--- config.mk ---
export PLATFORM = sky130hd
export DESIGN_NAME = nco_sweep_flat
export DESIGN_NICKNAME = d
export VERILOG_FILES = /design/src/rtl/nco_sweep_if.sv /design/src/rtl/nco_sweep.sv /design/src/flat_wrapper.sv
export SDC_FILE = /design/constraint.sdc
export NUM_CORES = 1
export LEC_CHECK = 0
export ABC_AREA = 1
export BUFFER_PORTS_ARGS = -buffer_cell sky130_fd_sc_hd__buf_2
export CORE_UTILIZATION = 35
export DETAILED_ROUTE_END_ITERATION = 6
export PLACE_DENSITY = 0.6
export REMOVE_ABC_BUFFERS = 1
export SYNTH_ARGS = -nofsm -noshare
export SYNTH_HDL_FRONTEND = slang
export SYNTH_SLANG_ARGS = --single-unit
--- constraint.sdc ---
create_clock -name clk -period 6.28 [get_ports clk]
set_clock_uncertainty 0.15 [all_clocks]
set_input_delay 1.256 -clock clk [delete_from_list [all_inputs] [get_ports clk]]
set_output_delay 1.256 -clock clk [all_outputs]
set_load 0.1 [all_outputs]
--- src/rtl/nco_sweep_if.sv ---
// Host-side register/control port and sweep outputs of the NCO frequency-sweep generator.
// The host (master) drives writes and sweep control; the sweep engine (slave) returns the increment word.
interface nco_sweep_if #(
    parameter int W = 32
);
    logic         ce;
    logic         wr;
    logic [1:0]   addr;
    logic [W-1:0] din;
    logic         go;
    logic         mode;
    logic         abort;
    logic [W-1:0] freq;
    logic         active;
    logic         done;

    modport master (
        output ce, wr, addr, din, go, mode, abort,
        input  freq, active, done
    );

    modport slave (
        input  ce, wr, addr, din, go, mode, abort,
        output freq, active, done
    );
endinterface

--- src/rtl/nco_sweep.sv ---
// Linear frequency-sweep generator feeding the phase-increment (B) input of the NCO accumulator.
// Shadow registers are copied to working registers at every load, so host writes never disturb a running sweep.
//
//   state   | meaning
//   --------+--------------------------------------------------------------
//   ST_IDLE | no sweep; FREQ holds last value, waits for GO
//   ST_RUN  | stepping FREQ towards STOP_F once per DWELL+1 CE pulses
//   ST_END  | one cycle at STOP_F with DONE high; reload (repeat) or return to idle
module nco_sweep #(
    parameter int W  = 32,
    parameter int DW = 16
) (
    input  logic       clk,
    input  logic       sclr,
    nco_sweep_if.slave sw
);
    typedef enum logic [1:0] {
        ST_IDLE = 2'd0,
        ST_RUN  = 2'd1,
        ST_END  = 2'd2
    } state_t;

    localparam logic [1:0] A_START = 2'd0;
    localparam logic [1:0] A_STOP  = 2'd1;
    localparam logic [1:0] A_STEP  = 2'd2;
    localparam logic [1:0] A_DWELL = 2'd3;

    state_t        state_q, state_d;

    logic [W-1:0]  start_f_q, start_f_d;
    logic [W-1:0]  stop_f_q,  stop_f_d;
    logic [W-1:0]  step_q,    step_d;
    logic [DW-1:0] dwell_q,   dwell_d;

    logic [W-1:0]  w_stop_q,  w_stop_d;
    logic [W-1:0]  w_step_q,  w_step_d;
    logic [DW-1:0] w_dwell_q, w_dwell_d;
    logic [DW-1:0] cnt_q,     cnt_d;
    logic          dir_up_q,  dir_up_d;

    logic [W-1:0]  freq_q,    freq_d;
    logic          active_q,  active_d;
    logic          done_q,    done_d;

    logic [W:0]    sum_w;
    logic [W:0]    diff_w;
    logic          do_load;

    // One extra bit catches carry/borrow so the sweep clamps instead of wrapping.
    assign sum_w  = {1'b0, freq_q} + {1'b0, w_step_q};
    assign diff_w = {1'b0, freq_q} - {1'b0, w_step_q};

    always_comb begin
        state_d   = state_q;
        start_f_d = start_f_q;
        stop_f_d  = stop_f_q;
        step_d    = step_q;
        dwell_d   = dwell_q;
        w_stop_d  = w_stop_q;
        w_step_d  = w_step_q;
        w_dwell_d = w_dwell_q;
        cnt_d     = cnt_q;
        dir_up_d  = dir_up_q;
        freq_d    = freq_q;
        active_d  = active_q;
        done_d    = 1'b0;
        do_load   = 1'b0;

        if (sw.wr) begin
            case (sw.addr)
                A_START: start_f_d = sw.din;
                A_STOP:  stop_f_d  = sw.din;
                A_STEP:  step_d    = sw.din;
                A_DWELL: dwell_d   = sw.din[DW-1:0];
                default: ;
            endcase
        end

        case (state_q)
            ST_IDLE: begin
                active_d = 1'b0;
                if (sw.go && !sw.abort) begin
                    do_load = 1'b1;
                end
            end
            ST_RUN: begin
                if (sw.abort) begin
                    state_d  = ST_IDLE;
                    active_d = 1'b0;
                end else if (sw.ce) begin
                    if (cnt_q != '0) begin
                        cnt_d = cnt_q - 1'b1;
                    end else begin
                        cnt_d = w_dwell_q;
                        if (dir_up_q) begin
                            if (sum_w[W] || (sum_w[W-1:0] >= w_stop_q)) begin
                                freq_d  = w_stop_q;
                                state_d = ST_END;
                                done_d  = 1'b1;
                            end else begin
                                freq_d = sum_w[W-1:0];
                            end
                        end else begin
                            if (diff_w[W] || (diff_w[W-1:0] <= w_stop_q)) begin
                                freq_d  = w_stop_q;
                                state_d = ST_END;
                                done_d  = 1'b1;
                            end else begin
                                freq_d = diff_w[W-1:0];
                            end
                        end
                    end
                end
            end
            ST_END: begin
                if (sw.abort || !sw.mode) begin
                    state_d  = ST_IDLE;
                    active_d = 1'b0;
                end else begin
                    do_load = 1'b1;
                end
            end
            default: begin
                state_d  = ST_IDLE;
                active_d = 1'b0;
            end
        endcase

        // Load always uses the registered shadow values, not a write landing this cycle.
        if (do_load) begin
            freq_d    = start_f_q;
            cnt_d     = dwell_q;
            w_stop_d  = stop_f_q;
            w_step_d  = step_q;
            w_dwell_d = dwell_q;
            dir_up_d  = (stop_f_q >= start_f_q);
            active_d  = 1'b1;
            if (start_f_q == stop_f_q) begin
                state_d = ST_END;
                done_d  = 1'b1;
            end else begin
                state_d = ST_RUN;
            end
        end
    end

    always_ff @(posedge clk) begin
        if (sclr) begin
            state_q   <= ST_IDLE;
            start_f_q <= '0;
            stop_f_q  <= '0;
            step_q    <= '0;
            dwell_q   <= '0;
            w_stop_q  <= '0;
            w_step_q  <= '0;
            w_dwell_q <= '0;
            cnt_q     <= '0;
            dir_up_q  <= 1'b0;
            freq_q    <= '0;
            active_q  <= 1'b0;
            done_q    <= 1'b0;
        end else begin
            state_q   <= state_d;
            start_f_q <= start_f_d;
            stop_f_q  <= stop_f_d;
            step_q    <= step_d;
            dwell_q   <= dwell_d;
            w_stop_q  <= w_stop_d;
            w_step_q  <= w_step_d;
            w_dwell_q <= w_dwell_d;
            cnt_q     <= cnt_d;
            dir_up_q  <= dir_up_d;
            freq_q    <= freq_d;
            active_q  <= active_d;
            done_q    <= done_d;
        end
    end

    assign sw.freq   = freq_q;
    assign sw.active = active_q;
    assign sw.done   = done_q;
endmodule

--- src/flat_wrapper.sv ---
// flat-port wrapper written by rule: the top's interface ports become plain ports
module nco_sweep_flat 
#(
    parameter int W  = 32,
    parameter int DW = 16
)
  (clk, sclr, sw_ce, sw_wr, sw_addr, sw_din, sw_go, sw_mode, sw_abort, sw_freq, sw_active, sw_done);
  nco_sweep_if #(.W(W)) sw_i ();
  input  logic clk;
  input  logic sclr;
  input wire logic [$bits(sw_i.ce)-1:0] sw_ce;
  input wire logic [$bits(sw_i.wr)-1:0] sw_wr;
  input wire logic [$bits(sw_i.addr)-1:0] sw_addr;
  input wire logic [$bits(sw_i.din)-1:0] sw_din;
  input wire logic [$bits(sw_i.go)-1:0] sw_go;
  input wire logic [$bits(sw_i.mode)-1:0] sw_mode;
  input wire logic [$bits(sw_i.abort)-1:0] sw_abort;
  output wire logic [$bits(sw_i.freq)-1:0] sw_freq;
  output wire logic [$bits(sw_i.active)-1:0] sw_active;
  output wire logic [$bits(sw_i.done)-1:0] sw_done;
  assign sw_i.ce = sw_ce;
  assign sw_i.wr = sw_wr;
  assign sw_i.addr = sw_addr;
  assign sw_i.din = sw_din;
  assign sw_i.go = sw_go;
  assign sw_i.mode = sw_mode;
  assign sw_i.abort = sw_abort;
  assign sw_freq = sw_i.freq;
  assign sw_active = sw_i.active;
  assign sw_done = sw_i.done;
  nco_sweep #(.W(W), .DW(DW)) u_core (.clk(clk), .sclr(sclr), .sw(sw_i));
endmodule
==> results of run 1 <==
-- logic make-up after synthesis --
logic type               synth area share (%)
buffers and inverters                    9.76
AO/OA/AOI/OAI                            19.7
AND/OR/NAND/NOR                          26.5
XOR/XNOR                                 2.26
adder cells (fa/ha/maj)                  12.4
flip-flops                               29.4
-- worst reg2reg max path, stage by stage (launching register included) --
cell     delay (ns)
dfxtp_1        0.33
inv_1          0.08
ha_1           0.53
nand2_1        0.17
nor2_1         0.24
inv_1          0.13
nor2_1         0.27
nand4_1        0.16
nand3_1        0.20
xor2_1         0.33
ha_1           0.20
nand2_1        0.05
inv_1          0.07
nand2_1        0.05
nand2_1        0.07
nand2_1        0.05
a21oi_1        0.14
nor2_1         0.05
nand2_1        0.15
nand3_4        0.35
inv_2          0.55
nand2_1        0.17
nand2_1        0.09
nand3_1        0.07
a21oi_1        0.12
-- final cells by class --
cell class | count | area (um^2) | share of cell area [%]
multi-input combinational | 1881 | 10200 | 55.1
clock inverter | 16 | 214 | 1.16
inverter | 300 | 1130 | 6.14
clock buffer | 36 | 781 | 4.23
tap | 607 | 759 | 4.12
timing repair buffer | 89 | 483 | 2.62
sequential | 245 | 4900 | 26.6
-- cell usage in the layout, fill, tap and decap left out, types with 9 or more instances in the layout --
cell type and count:
nand2_1 555, a21oi_1 308, nor2_1 278, inv_1 268
dfxtp_1 245, o21ai_0 222, ha_1 162, nand3_1 143
buf_2 74, xor2_1 41, nand4_1 29, inv_2 28
clkbuf_16 28, nor3_1 18, a31oi_1 15, buf_4 15
o21bai_1 14, o211ai_1 10, nand2_2 9, o211ai_2 9
-- power by group through the flow --
stage	Sequential (mW)	Combinational (mW)	Clock [mW]
2_1_floorplan	1.78	1.09	0
3_3_place_gp	1.74	1.64	0
3_5_place_dp	1.74	1.66	0
4_1_cts	1.71	1.67	1.79
5_1_grt	1.72	1.88	1.87
6_report	1.71	1.70	1.76
-- stage by stage --
step / area (um^2) / worst slack (ns) / instances
finish: 18400 / 1.41 / 3174
floorplan: 16200 / 1.09 / 2426
global route: 18400 / 1.02 / 3174
CTS: 18400 / 1.53 / 3174
detailed placement: 17400 / 1.50 / 3122
global placement: 17400 / 1.48 / 3122
-- synth_stat cells (5+ instances only) --
library cell,n,area [um^2]
nor2_1,282,1060
dfxtp_1,245,4900
buf_4,7,52.6
o211ai_2,9,113
clkbuf_1,78,293
o21ai_0,222,1110
nor3_1,18,90.1
nand4_1,29,181
xor2_1,41,359
o21bai_1,14,105
nand2_1,557,2090
inv_1,270,1010
ha_1,162,2030
nand3_1,143,716
nand2_2,7,43.8
a31oi_1,15,93.8
inv_2,28,105
a21oi_1,308,1540
buf_6,6,67.6
o211ai_1,10,75.1
buf_1,5,18.8
buf_2,14,70.1
-- state kept, by name (all words and copies together) (netlist names) --
register          count
u_core.sw.freq       32
u_core.sw.done        1
u_core.sw.active      1
u_core.dwell_q       16
u_core.w_step_q      32
u_core.w_dwell_q     16
u_core.start_f_q     32
u_core.state_q        2
u_core.cnt_q         16
u_core.stop_f_q      32
u_core.dir_up_q       1
u_core.step_q        32
u_core.w_stop_q      32
-- worst paths after layout --
check	from	endpoint	slack, ns	cells past startpoint
worst max-delay path	u_core.w_step_q[15]	u_core.sw.freq[21]	1.41	24
worst min-delay path	u_core.dwell_q[4]	u_core.dwell_q[4]	0.31	2
worst max register to register	u_core.w_step_q[15]	u_core.sw.freq[21]	1.41	24
worst min register to register	u_core.dwell_q[4]	u_core.dwell_q[4]	0.31	2
-- routing by layer --
layer | wire length [um] | GRT usage (%) | vias up
met5 | 0 | 0 | -
met4 | 905 | 4.97 | 0
met3 | 3170 | 2.41 | 54
met2 | 25400 | 36.8 | 483
met1 | 28800 | 35.2 | 7893
li1 | - | - | 8353
==> run_results.csv, run 1 <==
group,metric,value,unit
outcome,status,"complete, but fails checks",
outcome,violations,"DRC",
logic_synthesis,synth_top_flop_cell,"dfxtp_1",
floorplanning,num_rows,79,
finish,final_util,39.4,%
timing,worst_pin_slew,1.05,ns
logic_synthesis,synth_area_per_cell,6.58,um^2
clocking,cts-root-buf,"clkbuf_16",
clocking,clkSlewWorstSetupHoldPaths,0.06,ns
finish,antenna_cells,0,
floorplanning,fp.coreArea,0.0468,mm^2
worst_setup_path,arrival,5.20,ns
global_route,grt_pass1_vias,15611,
logic_synthesis,ys_types,54,
worst_setup_path,required,6.61,ns
clocking,cts.sinks,245,
place,hpwlAfterDp,45.1,mm
timing,holdWs,0.312,ns
routing,drt_wl_total,58.3,mm
worst_setup_path,path_common_cell,"nand2_1",
worst_setup_path,crit_family,"simple AND/OR/NAND/NOR gates",
timing,finalCritPeriodShare,77.5,%
timing,slew_headroom,30.3,%
timing,setup-violations-final,0,
finish,nFillCells,4967,
clocking,holdBufCountCts,0,
global_route,grt_usage,23.8,%
floorplanning,fp.dieW,220,um
clocking,clock_path_buffers,3,
routing,vias,16783,
global_route,grt_max_degree,122,
routing,drc_errors,3,
routing,avgRoutedWirePerCell,18.4,um
power_and_ir_drop,seqPwrFrac,33.0,%
clocking,post_cts_buffers,0,
floorplanning,io_pins,75,
worst_setup_path,cp-start-kind,"flop",
clocking,cts_tree,"done",
routing,first_pass_iters,7,
finish,drive_above_1_share,8.26,%
power_and_ir_drop,peakVddDrop,175,uV
clocking,clk_latency,0.60,ns
timing,setup_tns,0,ns
global_route,overflow,0,
worst_setup_path,cp_slowest_cell,"inv_2",
clocking,post_cts_resized,0,
power_and_ir_drop,p_leak,8.74,nW
worst_setup_path,cp_max_fo,27,
floorplanning,start_util,35.7,%
clocking,ctsHtreeMaxLevel,1,
logic_synthesis,yosysSeqAreaShare,29.4,%
place,port_buffers,74,
timing,rsz0062_at_grt,"false",
timing,period_needed,4.87,ns
logic_synthesis,syn_inst,2536,
floorplanning,die_h,220,um
power_and_ir_drop,p_int,3.18,mW
logic_synthesis,synth-seq-cells,245,
floorplanning,die_area,0.0485,mm^2
power_and_ir_drop,clockPowerShare,34.1,%
timing,hold_violations,0,
power_and_ir_drop,pwr-share-comb,32.9,%
place,gp_congestion,0.966,
logic_synthesis,synth_area,0.0167,mm^2
worst_setup_path,crit_path_end_kind,"flop",
power_and_ir_drop,p_per_area,280,mW/mm^2
logic_synthesis,synth-edff-count,0,
worst_setup_path,crit_chain,"inv_1, ha_1, nand2_1, nor2_1, inv_1, nor2_1, nand4_1, nand3_1, xor2_1, ha_1, nand2_1, inv_1, nand2_1, nand2_1, nand2_1, a21oi_1, nor2_1, nand2_1, nand3_4, inv_2, nand2_1, nand2_1, nand3_1, a21oi_1",
worst_setup_path,critical_path_buf_inv_count,4,
routing,drt_iter0_markers,1363,
run,cap_violations,0,
routing,avgViaCountPerCell,5.29,
clocking,cts_buffers,28,
global_route,antenna_found_initial,0,
timing,drv_slew,0,
hold_path,hold_class,"flop to flop",
power_and_ir_drop,netSwitchingFraction,38.4,%
power_and_ir_drop,power,5.17,mW
finish,area_growth,10.5,%
power_and_ir_drop,switchingPower,1.99,mW
routing,ant_nets,0,
logic_synthesis,ys_async_sr_fraction,0,%
global_route,grt_pass1_wl,89.8,mm
worst_setup_path,path_class,"flop to flop",
logic_synthesis,ys_warn_count,0,
worst_setup_path,critPathMaxStageDelay,0.53,ns
timing,fmax,205,MHz
finish,nets,2750,
No activity file was read; power rests on OpenSTA's default activity.
==> run 2, diff against run 1 <==
--- a/config.mk
+++ b/config.mk
@@ -9,7 +9,7 @@
 export BUFFER_PORTS_ARGS = -buffer_cell sky130_fd_sc_hd__buf_2
 export CORE_UTILIZATION = 35
 export DETAILED_ROUTE_END_ITERATION = 6
-export PLACE_DENSITY = 0.6
+export PLACE_DENSITY = 0.62
 export REMOVE_ABC_BUFFERS = 1
 export SYNTH_ARGS = -nofsm -noshare
 export SYNTH_HDL_FRONTEND = slang
==> constraint.sdc (replaced) <==
create_clock -name clk -period 4.3 [get_ports clk]
set_clock_uncertainty 0.15 [all_clocks]
set_input_delay 0.86 -clock clk [delete_from_list [all_inputs] [get_ports clk]]
set_output_delay 0.86 -clock clk [all_outputs]
set_load 0.1 [all_outputs]
==> run_results.csv, run 2 (synthesis results as in run 1) <==
group,metric,value,unit
power_and_ir_drop,peakVddDrop,330,uV
hold_path,hold_path_startpoint,"u_core.dwell_q[4]",
hold_path,holdPathEnd,"u_core.dwell_q[4]",
finish,antenna_cells,0,
floorplanning,num_rows,79,
worst_setup_path,path_common_cell,"nand2_1",
clocking,clock_path_buffers,3,
global_route,overflow,0,
worst_setup_path,arrival,4.49,ns
finish,fin_cells,3246,
timing,hold_violations,0,
timing,finalCritPeriodShare,96.3,%
floorplanning,fp.dieW,220,um
floorplanning,start_util,35.7,%
place,port_buffers,74,
place,place_area,0.0179,mm^2
finish,nFillCells,4855,
worst_setup_path,path_class,"flop to flop",
floorplanning,die_h,220,um
place,dp_slack,-0.0685,ns
routing,ant_nets,0,
finish,drive_above_1_share,15.2,%
place,gp_congestion,0.988,
finish,layout_commonest_cell,"nand2_1",
outcome,status,"complete, but fails checks",
clocking,clkSlewWorstSetupHoldPaths,0.06,ns
global_route,antenna_found_initial,0,
finish,area_growth,18.1,%
outcome,violations,"DRC",
clocking,cts.sinks,245,
global_route,grt_max_degree,92,
worst_setup_path,rr_endpoint,"u_core.sw.freq[2]",
worst_setup_path,cp-start-kind,"flop",
timing,drv_slew,0,
worst_setup_path,crit_path_end_kind,"flop",
run,cap_violations,0,
worst_setup_path,regToRegSetupSlack,0.16,ns
finish,design_area,0.0197,mm^2
hold_path,hold_path_depth,2,
worst_setup_path,required,4.65,ns
routing,vias,17231,
timing,fmax,242,MHz
worst_setup_path,cp_max_fo,17,
worst_setup_path,cp_slowest_cell,"ha_2",
routing,drt_iter0_markers,1439,
timing,setup-violations-final,0,
routing,avgViaCountPerCell,5.31,
finish,layout_common_cells,"534 x nand2_1, 286 x a21oi_1, 266 x inv_1",
worst_setup_path,critPathMaxStageDelay,0.44,ns
worst_setup_path,timing.rr.start,"u_core.w_step_q[17]",
timing,period_needed,4.14,ns
routing,drc_errors,2,
clocking,cts_tree,"done",
finish,nets,2822,
place,dp_cells,3180,
timing,fin_ws,0.161,ns
global_route,grt_pass1_wl,91.3,mm
power_and_ir_drop,p_leak,9.17,nW
timing,slew_headroom,24.7,%
power_and_ir_drop,p_per_area,395,mW/mm^2
worst_setup_path,reg2reg_depth,23,
clocking,clk_latency,0.58,ns
clocking,ctsHtreeMaxLevel,1,
routing,drt_wl_total,59.8,mm
clocking,cts-root-buf,"clkbuf_16",
hold_path,hold_class,"flop to flop",
power_and_ir_drop,power,7.79,mW
routing,first_pass_iters,7,
global_route,grt_pass1_vias,16206,
worst_setup_path,crit_chain,"inv_1, ha_2, buf_4, o21bai_1, a21oi_2, o21bai_2, a21oi_1, nand2_1, nand2_1, nand2_1, ha_1, nand2_1, nor2_2, nand4_1, nor2_2, nand2_1, nand3_2, nor2_4, buf_12, bufbuf_16, o211ai_1, nand3_1, a21oi_1",
worst_setup_path,critical_path_buf_inv_count,4,
floorplanning,die_area,0.0485,mm^2
clocking,cts_buffers,28,
floorplanning,io_pins,75,
place,hpwlAfterDp,45.9,mm
global_route,grt_usage,24.1,%
worst_setup_path,crit_family,"simple AND/OR/NAND/NOR gates",
finish,final_util,42.1,%
routing,avgRoutedWirePerCell,18.4,um
floorplanning,fp.coreArea,0.0468,mm^2
timing,worst_pin_slew,1.13,ns
-- run 2: cell count changes in the layout (fill, tap and decap cells not counted), moves of 18 or more --
cell     previous run  this run
ha_4                0        23
a21oi_2             4        24
nor2_2              7        25
a21oi_1           308       286
nand2_1           555       534
nor2_1            278       257
ha_1              162       133
buf_4              15        78
nand2_2             9        29
-- run 2: power breakdown --
| group | switching (mW) | internal, mW | leakage, nW |
|---|---|---|---|
| Clock | 1.01 | 1.43 | 0.467 |
| Sequential | 0.0896 | 2.40 | 2.01 |
| Combinational | 1.89 | 0.974 | 6.69 |
| Total | 2.98 | 4.81 | 9.17 |
-- run 2: how the worst max path moves through the flow --
stage	startpoint	end	slack (ns)	cells after the start
2_1_floorplan	sw_abort	u_core.state_q[0]	-0.50	9
3_3_place_gp	u_core.w_step_q[21]	u_core.sw.freq[26]	-0.06	23
3_5_place_dp	u_core.w_step_q[21]	u_core.sw.freq[3]	-0.07	23
4_1_cts	u_core.sw.freq[0]	u_core.sw.freq[26]	0.0006	28
5_1_grt	u_core.w_step_q[10]	u_core.sw.freq[17]	-0.05	28
6_report	u_core.w_step_q[17]	u_core.sw.freq[2]	0.16	23
-- run 2: repair_timing --
item,CTS,global route
hold buffers,0,0
endpoints found under the setup margin,27,35
cloned,1,0
gates resized for setup,14,148
pin swaps,1,17
buffers inserted,4,9
-- run 2: worst register-to-register path: stages, from the launching register on --
cell	delay [ns]
dfxtp_1	0.33
inv_1	0.07
ha_2	0.44
buf_4	0.17
o21bai_1	0.15
a21oi_2	0.21
o21bai_2	0.12
a21oi_1	0.21
nand2_1	0.08
nand2_1	0.06
nand2_1	0.12
ha_1	0.30
nand2_1	0.08
nor2_2	0.14
nand4_1	0.18
nor2_2	0.14
nand2_1	0.08
nand3_2	0.12
nor2_4	0.06
buf_12	0.13
bufbuf_16	0.29
o211ai_1	0.21
nand3_1	0.10
a21oi_1	0.12
-- run 2: routing by layer --
| layer | global-route usage, % | vias up | part of all wire, % |
|---|---|---|---|
| met5 | 0 | - | 0 |
| met4 | 5.17 | 0 | 1.8 |
| met3 | 3.35 | 77 | 7.2 |
| met2 | 36.9 | 564 | 43 |
| met1 | 35.4 | 8120 | 48 |
| li1 | - | 8470 | - |
-- run 2: cell type report --
class / count / area [um^2] / area share (%)
Clock buffer: 42 / 813 / 4.13
Clock inverter: 10 / 131 / 0.667
Inverter: 300 / 1130 / 5.75
Multi-Input combinational cell: 1881 / 10800 / 54.9
Sequential cell: 245 / 4910 / 24.9
Tap cell: 607 / 759 / 3.86
Timing Repair Buffer: 161 / 1130 / 5.76
-- run 2: stage by stage --
stage | hold slack, ns | setup TNS [ns]
4_1_cts | 0.309 | 0
5_1_grt | 0.329 | -0.693
6_report | 0.307 | 0
3_3_place_gp | 0.292 | -0.491
3_5_place_dp | 0.299 | -1.10
2_1_floorplan | 0.282 | -31.62
==> run 3, diff against run 2 <==
--- a/config.mk
+++ b/config.mk
@@ -7,10 +7,10 @@
 export LEC_CHECK = 0
 export ABC_AREA = 1
 export BUFFER_PORTS_ARGS = -buffer_cell sky130_fd_sc_hd__buf_2
+export CAP_MARGIN = 20
 export CORE_UTILIZATION = 35
 export DETAILED_ROUTE_END_ITERATION = 6
 export PLACE_DENSITY = 0.62
-export REMOVE_ABC_BUFFERS = 1
 export SYNTH_ARGS = -nofsm -noshare
 export SYNTH_HDL_FRONTEND = slang
 export SYNTH_SLANG_ARGS = --single-unit
==> run_results.csv, run 3 (synthesis results as in run 1) <==
group,metric,value,unit
clocking,clock_path_buffers,3,
place,dp_slack,-0.230,ns
power_and_ir_drop,switchingPower,2.98,mW
finish,area_growth,16.9,%
floorplanning,start_util,35.7,%
finish,layout_common_cells,"537 x nand2_1, 296 x a21oi_1, 268 x nor2_1, 268 x inv_1, 243 x dfxtp_1",
global_route,overflow,0,
routing,drc_errors,5,
routing,avgViaCountPerCell,5.33,
routing,avgRoutedWirePerCell,18.6,um
finish,design_area,0.0195,mm^2
hold_path,hold_path_depth,2,
timing,finalCritPeriodShare,95.5,%
worst_setup_path,crit_start,"u_core.sw.freq[0]",
timing,setup-violations-final,0,
worst_setup_path,required,4.64,ns
worst_setup_path,path_class,"flop to flop",
worst_setup_path,reg2reg_depth,24,
floorplanning,num_rows,79,
timing,holdWs,0.313,ns
floorplanning,fp.dieW,220,um
hold_path,hold_class,"flop to flop",
clocking,clkSlewWorstSetupHoldPaths,0.06,ns
clocking,clk_latency,0.58,ns
worst_setup_path,crit_path_end_kind,"flop",
clocking,cts_buffers,28,
worst_setup_path,rr_endpoint,"u_core.sw.freq[16]",
finish,final_util,41.7,%
clocking,cts-root-buf,"clkbuf_16",
power_and_ir_drop,peakVddDrop,380,uV
place,port_buffers,74,
timing,period_needed,4.11,ns
place,place_area,0.0181,mm^2
routing,vias,17292,
place,hpwlAfterDp,46.9,mm
routing,drt_wl_total,60.2,mm
worst_setup_path,cp_max_fo,21,
power_and_ir_drop,p_per_area,402,mW/mm^2
worst_setup_path,timing.rr.start,"u_core.sw.freq[0]",
global_route,grt_max_degree,91,
worst_setup_path,path_common_cell,"nand2_1",
outcome,violations,"DRC",
global_route,grt_pass1_vias,16198,
timing,setup_tns,0,ns
clocking,cts.sinks,245,
worst_setup_path,critPathCapture,"u_core.sw.freq[16]",
power_and_ir_drop,pwr-share-comb,35.4,%
power_and_ir_drop,p_leak,9.19,nW
finish,layout_commonest_cell,"nand2_1",
logic_synthesis,synthesis.nets,2741,
global_route,grt_usage,24.5,%
worst_setup_path,regToRegSetupSlack,0.19,ns
timing,hold_violations,0,
floorplanning,die_h,220,um
finish,drive_above_1_share,13.6,%
finish,antenna_cells,0,
floorplanning,die_area,0.0485,mm^2
routing,drt_iter0_markers,1638,
clocking,cts_tree,"done",
power_and_ir_drop,netSwitchingFraction,38.0,%
finish,fin_cells,3246,
timing,fmax,244,MHz
timing,drv_slew,0,
place,dp_cells,3189,
power_and_ir_drop,seqPwrFrac,31.7,%
floorplanning,io_pins,75,
power_and_ir_drop,power,7.84,mW
routing,first_pass_iters,7,
worst_setup_path,crit_chain,"inv_1, ha_1, inv_1, fa_2, nand2_1, nand2_1, nand4_1, nand2_2, nand2_1, nand2_2, buf_4, xor2_1, ha_1, nand2_1, nor2_1, nand2_1, nor2_1, nand2_1, nand3_4, buf_8, nand2_1, nand3_1, nand3_1, a21oi_1",
outcome,status,"complete, but fails checks",
floorplanning,fp.coreArea,0.0468,mm^2
global_route,antenna_found_initial,0,
timing,slew_headroom,39.9,%
worst_setup_path,arrival,4.45,ns
routing,ant_nets,0,
global_route,grt_pass1_wl,92.0,mm
timing,fin_ws,0.195,ns
run,cap_violations,0,
timing,worst_pin_slew,0.901,ns
worst_setup_path,cp_slowest_cell,"dfxtp_4",
power_and_ir_drop,clockPowerShare,32.9,%
worst_setup_path,critPathMaxStageDelay,0.41,ns
clocking,ctsHtreeMaxLevel,1,
worst_setup_path,cp-start-kind,"flop",
finish,nets,2823,
power_and_ir_drop,p_int,4.87,mW
place,gp_congestion,0.993,
## run 3: power groups by stage
stage / sequential, mW / combinational, mW / clock [mW]
2_1_floorplan: 2.60 / 1.68 / 0
3_3_place_gp: 2.53 / 2.59 / 0
3_5_place_dp: 2.53 / 2.61 / 0
4_1_cts: 2.48 / 2.66 / 2.63
5_1_grt: 2.50 / 3.07 / 2.72
6_report: 2.49 / 2.78 / 2.58
## run 3: worst max-delay path: cells and delay by family (launching register included)
kind,cells,cell delay (ns)
AO/OA/AOI/OAI,1,0.19
adder cells (fa/ha/maj),3,0.59
AND/OR/NAND/NOR,15,1.80
flip-flops,1,0.41
buffers and inverters,4,0.48
XOR/XNOR,1,0.40
## run 3: area by class of cell
cell class	instances	area, um^2
Clock buffer	40	836
Clock inverter	11	168
Fill cell	4899	27200
Inverter	300	1130
Multi-Input combinational cell	1881	10500
Sequential cell	245	4910
Tap cell	607	759
Timing Repair Buffer	162	1180
## run 3: how the worst min path moves through the flow
| stage | startpoint | to |
|---|---|---|
| 2_1_floorplan | u_core.dwell_q[4] | u_core.dwell_q[4] |
| 3_3_place_gp | u_core.dwell_q[4] | u_core.dwell_q[4] |
| 3_5_place_dp | u_core.dwell_q[4] | u_core.dwell_q[4] |
| 4_1_cts | u_core.w_dwell_q[9] | u_core.w_dwell_q[9] |
| 5_1_grt | u_core.dwell_q[11] | u_core.dwell_q[11] |
| 6_report | u_core.w_dwell_q[9] | u_core.w_dwell_q[9] |
## run 3: what timing repair did
item	in CTS	in global routing
endpoints found under the setup margin	33	35
resized for setup	6	95
hold buffers	0	0
setup buffers	3	3
pin swaps	1	11
## run 3: metal layers
layer	part of all wire (%)	vias to the layer above	GRT usage [%]	routed length, um
met4	2.7	0	7.26	1620
met1	47	8122	35.4	28500
met2	43	594	38.1	26100
li1	-	8489	-	-
met3	6.7	87	2.56	4030
met5	0	-	0	0
